**config.mk**
```make
export PLATFORM = sky130hd
export DESIGN_NAME = seq_shift_add_mult
export DESIGN_NICKNAME = d
export VERILOG_FILES = /design/src/rtl/mult_pkg.sv /design/src/rtl/mult_sign_fix.sv /design/src/rtl/seq_shift_add_mult.sv
export SDC_FILE = /design/constraint.sdc
export NUM_CORES = 1
export LEC_CHECK = 0
export ABC_CLOCK_PERIOD_IN_PS = 7650
export CORE_MARGIN = 2
export CORE_UTILIZATION = 49
export CTS_BUF_LIST = sky130_fd_sc_hd__clkbuf_16
export DETAILED_ROUTE_END_ITERATION = 10
export PLACE_DENSITY = 0.69
export SETUP_SLACK_MARGIN = 0.5
export SYNTH_ARGS = -nofsm -noshare
export SYNTH_HDL_FRONTEND = slang
export SYNTH_SLANG_ARGS = --single-unit
export TNS_END_PERCENT = 1
```
**constraint.sdc**
```tcl
create_clock -name Clk -period 7.65 [get_ports Clk]
set_input_delay 1.53 -clock Clk [delete_from_list [all_inputs] [get_ports Clk]]
set_output_delay 1.53 -clock Clk [all_outputs]
set_load 0.01 [all_outputs]
```
**src/rtl/mult_pkg.sv**
```systemverilog
// Shared types and decode constants for the iterative multiply unit.
// No logic here: states and funct encodings only.
// No flow control: consumed by the multiplier and by the decoder that drives Start/Signed.
package mult_pkg;

  // Controller states. Busy is asserted in RUN; Done is asserted in DONE.
  typedef enum logic [1:0] {
    IDLE = 2'd0,
    RUN  = 2'd1,
    DONE = 2'd2
  } state_e;

  // R-type funct field values the decoder uses to raise Start and select Signed.
  localparam logic [5:0] FN_MULT  = 6'b011000;
  localparam logic [5:0] FN_MULTU = 6'b011001;

endpackage

```
**src/rtl/mult_sign_fix.sv**
```systemverilog
// Conditional two's-complement negate: out = neg ? -in : in.
// Latency: purely combinational, zero cycles.
// Backpressure: none; the output follows the inputs.
module mult_sign_fix #(
  parameter int W = 32
) (
  input  logic [W-1:0] in_i,
  input  logic         neg_i,
  output logic [W-1:0] out_o
);

  // Negate by invert-plus-one. For the most-negative input the result is the
  // same bit pattern, which read as unsigned is exactly its magnitude.
  always_comb begin
    out_o = in_i;
    if (neg_i) begin
      out_o = ~in_i + W'(1);
    end
  end

endmodule

```
**src/rtl/seq_shift_add_mult.sv**
```systemverilog
// Iterative shift-add multiplier (MULT/MULTU), one multiplier bit per clock.
// Latency: WIDTH edges from accept to result (fewer with MULT_EARLY_TERM_EN defined).
// Backpressure: Start is accepted only while Busy==0; Start while busy is dropped.
module seq_shift_add_mult
  import mult_pkg::*;
#(
  parameter int WIDTH = 32
) (
  input  logic               Clk,
  input  logic               Reset,
  input  logic               Start,
  input  logic               Signed,
  input  logic [WIDTH-1:0]   DataA,
  input  logic [WIDTH-1:0]   DataB,
  output logic               Busy,
  output logic               Done,
  output logic [2*WIDTH-1:0] DataOut
);

  localparam int CNT_W = $clog2(WIDTH + 1);
  localparam int PW    = 2 * WIDTH;

  // Controller and datapath state.
  state_e           state_q, state_d;
  logic [PW-1:0]    mcnd_q,  mcnd_d;   // shifted magnitude of the multiplicand
  logic [WIDTH-1:0] mpy_q,   mpy_d;    // remaining multiplier bits, LSB first
  logic [PW-1:0]    prod_q,  prod_d;   // unsigned partial product
  logic [CNT_W-1:0] cnt_q,   cnt_d;    // iterations completed
  logic             neg_q,   neg_d;    // result must be negated at the end
  logic [PW-1:0]    dout_q,  dout_d;   // last completed product

  // Operand magnitudes and the sign-corrected final product.
  logic [WIDTH-1:0] mag_a;
  logic [WIDTH-1:0] mag_b;
  logic [PW-1:0]    prod_sum;
  logic [PW-1:0]    prod_fixed;
  logic             last_iter;
  logic             accept;

  mult_sign_fix #(.W(WIDTH)) u_fix_a (
    .in_i  (DataA),
    .neg_i (Signed & DataA[WIDTH-1]),
    .out_o (mag_a)
  );

  mult_sign_fix #(.W(WIDTH)) u_fix_b (
    .in_i  (DataB),
    .neg_i (Signed & DataB[WIDTH-1]),
    .out_o (mag_b)
  );

  mult_sign_fix #(.W(PW)) u_fix_p (
    .in_i  (prod_sum),
    .neg_i (neg_q),
    .out_o (prod_fixed)
  );

  // Partial product after this edge's add step.
  always_comb begin
    prod_sum = prod_q;
    if (mpy_q[0]) begin
      prod_sum = prod_q + mcnd_q;
    end
  end

  // Decide whether the current RUN edge is the last one.
`ifdef MULT_EARLY_TERM_EN
  // Stop once no set multiplier bits remain after this iteration.
  always_comb begin
    last_iter = (cnt_q == CNT_W'(WIDTH - 1)) || (mpy_q[WIDTH-1:1] == '0);
  end
`else
  // Fixed schedule: always WIDTH iterations.
  always_comb begin
    last_iter = (cnt_q == CNT_W'(WIDTH - 1));
  end
`endif

  // Next-state and datapath control; a new request is taken in IDLE or DONE.
  always_comb begin
    state_d = state_q;
    mcnd_d  = mcnd_q;
    mpy_d   = mpy_q;
    prod_d  = prod_q;
    cnt_d   = cnt_q;
    neg_d   = neg_q;
    dout_d  = dout_q;
    accept  = 1'b0;

    case (state_q)
      IDLE: begin
        if (Start) begin
          accept  = 1'b1;
          state_d = RUN;
        end
      end
      RUN: begin
        prod_d = prod_sum;
        mcnd_d = mcnd_q << 1;
        mpy_d  = mpy_q >> 1;
        cnt_d  = cnt_q + CNT_W'(1);
        if (last_iter) begin
          dout_d  = prod_fixed;
          state_d = DONE;
        end
      end
      DONE: begin
        if (Start) begin
          accept  = 1'b1;
          state_d = RUN;
        end else begin
          state_d = IDLE;
        end
      end
      default: begin
        state_d = IDLE;
      end
    endcase

    // Operand capture shared by the IDLE and DONE accept paths.
    if (accept) begin
      mcnd_d = {{WIDTH{1'b0}}, mag_a};
      mpy_d  = mag_b;
      prod_d = '0;
      cnt_d  = '0;
      neg_d  = Signed & (DataA[WIDTH-1] ^ DataB[WIDTH-1]);
    end
  end

  // State register; reset aborts any operation in flight and clears the result.
  always_ff @(posedge Clk) begin
    if (Reset) begin
      state_q <= IDLE;
      mcnd_q  <= '0;
      mpy_q   <= '0;
      prod_q  <= '0;
      cnt_q   <= '0;
      neg_q   <= 1'b0;
      dout_q  <= '0;
    end else begin
      state_q <= state_d;
      mcnd_q  <= mcnd_d;
      mpy_q   <= mpy_d;
      prod_q  <= prod_d;
      cnt_q   <= cnt_d;
      neg_q   <= neg_d;
      dout_q  <= dout_d;
    end
  end

  // Status outputs decode directly from the registered state.
  always_comb begin
    Busy    = (state_q == RUN);
    Done    = (state_q == DONE);
    DataOut = dout_q;
  end

endmodule

```
# Word level (Yosys, flattened, before mapping)
# Cells that the tools add are included.
[totals]
reg_bits = 233
in_bits = 68
elab_cells = 45
[classes]
n_addsub = 5
n_eq_ne = 5
muxes = 14
bitwise_logic = 7
reduce_logical = 6
[op_table]
columns = ["operator", "count"]
rows = [
  ["$mux W32", 6],
  ["$mux W64", 2],
  ["$add A32 B1 Y32 const B", 2],
  ["$add A64 B1 Y64 const B", 1],
  ["$add A64 B64 Y64", 1],
  ["$not A32 Y32", 2],
  ["$not A64 Y64", 1],
  ["$add A6 B1 Y6 const B", 1],
  ["$eq A6 B5 Y1 const B", 1],
  ["$pmux W2 S3", 1],
  ["$mux W2", 2],
  ["$reduce_and A2 Y1", 2],
  ["$reduce_or A2 Y1", 2],
  ["$and A1 B1 Y1", 3],
  ["$mux W1", 3],
  ["$eq A2 B1 Y1 const B", 1],
  ["$eq A2 B2 Y1 const B", 1],
  ["$logic_not A2 Y1", 1],
  ["$ne A2 B1 Y1 const B", 1],
  ["$ne A2 B2 Y1 const B", 1],
  ["$reduce_bool A2 Y1", 1],
  ["$xor A1 B1 Y1", 1],
]

# Depth between registers and ports, before layout
[logic_depth]
depth_word = 5
mapped_depth = 24
depth_no_buf = 15

# By module
# Synthesis repeated with hierarchy kept, for this count alone.
[hier_totals]
hier_cells = 2101
hier_area_um2 = 16150.5
[modules_own_cells]
columns = ["mod", "instances", "cells_each", "area_per_inst_um2"]
rows = [
  ["seq_shift_add_mult", 1, 1697, 12947.4],
  ["mult_sign_fix (u_fix_p)", 1, 206, 1649.1],
  ["mult_sign_fix (u_fix_a ...)", 2, 99, 777.0],
]

# Least setup slack after synthesis
# OpenSTA, ideal clock, no wires.
[synth_path]
kind = "register to register"
startpoint = "register mpy_q[0]"
endpoint = "register dout_q[56] (netlist: DataOut[56])"
setup_time_ns = 0.126
t_arrival_ns = 6.101
slack_ns = 1.423
path_stages_with_launch = 24
n_path_buf = 13
path_cell_list = "dfxtp_1 > clkbuf_1 > clkbuf_1 > buf_2 > clkbuf_1 > buf_2 > buf_2 > buf_1 > buf_1 > buf_2 > clkbuf_1 > mux2i_1 > ha_1 > nand4_1 > or4b_4 > or3_1 > buf_2 > or4_1 > buf_2 > or2_0 > buf_6 > o41ai_4 > xnor2_1 > o21ai_1"
[synth_via]
elab_chain_cells = 4
[synth_rtl]
columns = ["element", "line", "rtl"]
rows = [
  ["from (decl)", "seq_shift_add_mult.sv:26", "logic [WIDTH-1:0] mpy_q, mpy_d;"],
  ["from (signal assigned)", "seq_shift_add_mult.sv:143", "mpy_q <= mpy_d;"],
  ["$mux W64 (*)", "seq_shift_add_mult.sv:61", "if (mpy_q[0]) begin"],
  ["$not A64 Y64", "mult_sign_fix.sv:17", "out_o = ~in_i + W'(1);"],
  ["$add A64 B1 Y64", "mult_sign_fix.sv:17", ""],
  ["$mux W64 (*)", "mult_sign_fix.sv:16", "if (neg_i) begin"],
  ["to (signal assigned)", "seq_shift_add_mult.sv:147", "dout_q <= dout_d;"],
  ["to (decl)", "seq_shift_add_mult.sv:30", "logic [PW-1:0] dout_q, dout_d;"],
]
# Mark *: on every way between the ends. The rest lies on a longest branch, timed or not.
# A chain may end at the register's enable or synchronous reset.

# Final worst setup path
[layout_path]
startpoint = "register prod_q[6]"
endpoint = "register dout_q[63] (netlist: DataOut[63])"
[layout_via]
elab_chain_cells = 5
[layout_rtl]
columns = ["element", "line", "rtl"]
rows = [
  ["from (decl)", "seq_shift_add_mult.sv:27", "logic [PW-1:0] prod_q, prod_d;"],
  ["from (signal assigned)", "seq_shift_add_mult.sv:144", "prod_q <= prod_d;"],
  ["$add A64 B64 Y64", "seq_shift_add_mult.sv:62", "prod_sum = prod_q + mcnd_q;"],
  ["$mux W64 (*)", "seq_shift_add_mult.sv:61", ""],
  ["$not A64 Y64", "mult_sign_fix.sv:17", ""],
  ["$add A64 B1 Y64", "mult_sign_fix.sv:17", ""],
  ["$mux W64 (*)", "mult_sign_fix.sv:16", ""],
]
# Marked as above.

==> flow_summary.json <==
{
  "grt_pass1_vias": 17200,
  "cts_tree": "yes",
  "finalSetupViolations": 0,
  "die_y_um": 191,
  "dieWidth_um": 191,
  "final_cell_mix": "nand2_1 (405), nor2_1 (275), a21oi_1 (233)",
  "htreeDepth": 1,
  "grt_pass1_wl_um": 95100,
  "synthCells": 2391,
  "portBuffers": 133,
  "cts-resized-gates": 0,
  "post-route-drc-count": 0,
  "cap_violations": 0,
  "synth_nets": 2527,
  "grt_max_degree": 88,
  "layout.nets": 2542,
  "place_hpwl_um": 45700,
  "path_clk_slew_ns": 0.06,
  "ys_types": 97,
  "cp-end-kind": "register",
  "path_class": "reg -> reg",
  "drtIter0Drc": 1320,
  "area_growth_pct": 13.9,
  "ios": 134,
  "ys_warn_count": 0,
  "routed_wl_um": 61100,
  "peakVddDrop_v": 0.000166,
  "vias": 18200,
  "wl_per_cell_um": 21.2,
  "layout_commonest_cell": "nand2_1",
  "synth_area_sq_um": 17200,
  "whs_ns": 0.452,
  "setup_tns_ns": 0,
  "drive_above_1_share_pct": 4.74,
  "cts_root_buffer": "clkbuf_16",
  "fin_area_sq_um": 19600,
  "dr.pass1.iters": 6,
  "worstSkewPairLatency_ns": 0.58,
  "startpoint_type": "register",
  "worstMarginPinSlew_ns": 1.17,
  "synth.area.top_cells": "dfxtp_1 (27%), nand2_1 (8.8%), a21oi_1 (6.8%)",
  "post-synth-top-area-fraction_pct": 27.1,
  "status": "completed",
  "final_max_slew_viol_count": 0,
  "leakagePower_nw": 6.95,
  "final_hold_viol_count": 0,
  "core_sq_um": 34500,
  "synth_top_area_cell": "dfxtp_1",
  "post-route-period-util_pct": 73.9,
  "synthArstFlopShare_pct": 0,
  "n_antenna_cell": 0,
  "post-cts-setup-buffers": 0,
  "fin_skew_ns": 0.0108,
  "required_ns": 8.13,
  "initial_core_util_pct": 49.9,
  "seq_area_frac_synth_pct": 27.1,
  "detail_route.vias_per_cell": 6.30,
  "cts_made_buffers": 28,
  "dpl_cell_area_sq_um": 18600,
  "gp_congestion": 0.985,
  "fp-row-count": 68,
  "die_area_sq_um": 36700,
  "globalRouteTotalUtil_pct": 32.8,
  "synth_ff_type": "dfxtp_1",
  "hold_path.class": "reg -> reg",
  "syn_area_per_cell_sq_um": 7.20,
  "relSlewSlack_pct": 21.7,
  "ys_ff_latch": 233,
  "rsz0062_at_grt": "false",
  "synth_edf_count": 0,
  "antenna_found_initial": 0,
  "ant_nets": 0,
  "cts_hold_buf": 0,
  "worstPathArrival_ns": 6.13,
  "globalRoute.totalOverflow": 0,
  "critPathMaxFanout": 10,
  "cts_sinks": 233,
  "fmax_mhz": 177,
  "p_per_area_nw_per_um2": 178,
  "clockBufferDepth": 3,
  "fill_cells": 3368,
  "layout_min_cycle_time_ns": 5.65
}
## sequential cells by signal (all words and copies together) (netlist names)
signal,flops
state_q,2
neg_q,1
mcnd_q,64
mpy_q,32
cnt_q,6
prod_q,64
DataOut,64
## through the flow
stage	power (mW)	worst slack (ns)	util (%)	instances
after floorplan	1.85	1.42	-	2391
after global placement	2.07	2.34	53.9	2831
after detailed placement	2.08	2.22	53.9	2831
after CTS	3.50	2.19	56.8	2882
after global routing	3.63	1.63	56.8	2882
final	3.50	2.00	56.8	2882
## cells in the mapped netlist, types with 32 or more instances
library cell  count
nand2_1         406
o31ai_1          32
nor3_1           58
nand4_1          53
a21oi_1         233
a311oi_1         64
o21ai_0         113
nor2_1          276
xor2_1           58
xnor2_1          73
a21o_1           33
a211oi_1         69
dfxtp_1         233
ha_1             67
clkbuf_1        138
nand3_1          38
## cells by family (layout without fill, tap and decap cells)
group / count (synthesis) / in the layout / share of synthesized area, %
compound gates: 730 / 730 / 28.4
xor+xnor: 131 / 131 / 6.66
fa+ha+maj: 68 / 68 / 4.98
buf+inv: 195 / 231 / 4.45
flops: 233 / 233 / 27.1
mux: 32 / 32 / 1.91
simple gates: 1002 / 1002 / 26.5
## worst paths after layout
path / start / to / slack (ns) / cells after the start
min: DataOut[43] / DataOut[43] / 0.45 / 2
max reg2reg: prod_q[6] / DataOut[63] / 2.00 / 13
min reg2reg: DataOut[43] / DataOut[43] / 0.45 / 2
max: prod_q[6] / DataOut[63] / 2.00 / 13
## critical path, cell delays in order (launching register included)
cell and delay [ns]:
dfxtp_1 0.34, ha_1 0.49, nand2_1 0.22, nor3_1 0.45
nand2_1 0.34, a2111oi_1 1.07, o21ai_0 0.34, a21o_1 0.28
a311oi_2 0.47, nand3b_1 0.30, nor4_2 0.62, and4_1 0.29
o21ai_0 0.08, a32o_1 0.26
## layer usage
metal,vias to the layer above,part of all wire (%),wire (um),GRT usage [%]
met2,660,48,29000,56.8
met1,8614,42,25600,40.5
li1,8743,-,-,-
met3,147,5.6,3420,3.54
met4,0,5.0,3060,15.8
met5,-,0,0,0
## where the power goes
group | total (mW) | leakage [nW] | internal (mW) | switching [mW]
Sequential | 1.32 | 1.90 | 1.27 | 0.0593
Clock | 1.42 | 0.481 | 0.842 | 0.583
Combinational | 0.751 | 4.57 | 0.256 | 0.494
## layout make-up
type / count / area, sq um / area share [%]
clock buffers: 28 / 701 / 3.57
repair buffers: 149 / 1450 / 7.39
flip-flops and latches: 233 / 4670 / 23.8
well taps: 455 / 569 / 2.90
clock inverters: 23 / 279 / 1.42
inverters: 31 / 121 / 0.619
multi-input cells: 1963 / 11800 / 60.3
No activity file was read; power rests on OpenSTA's default activity.
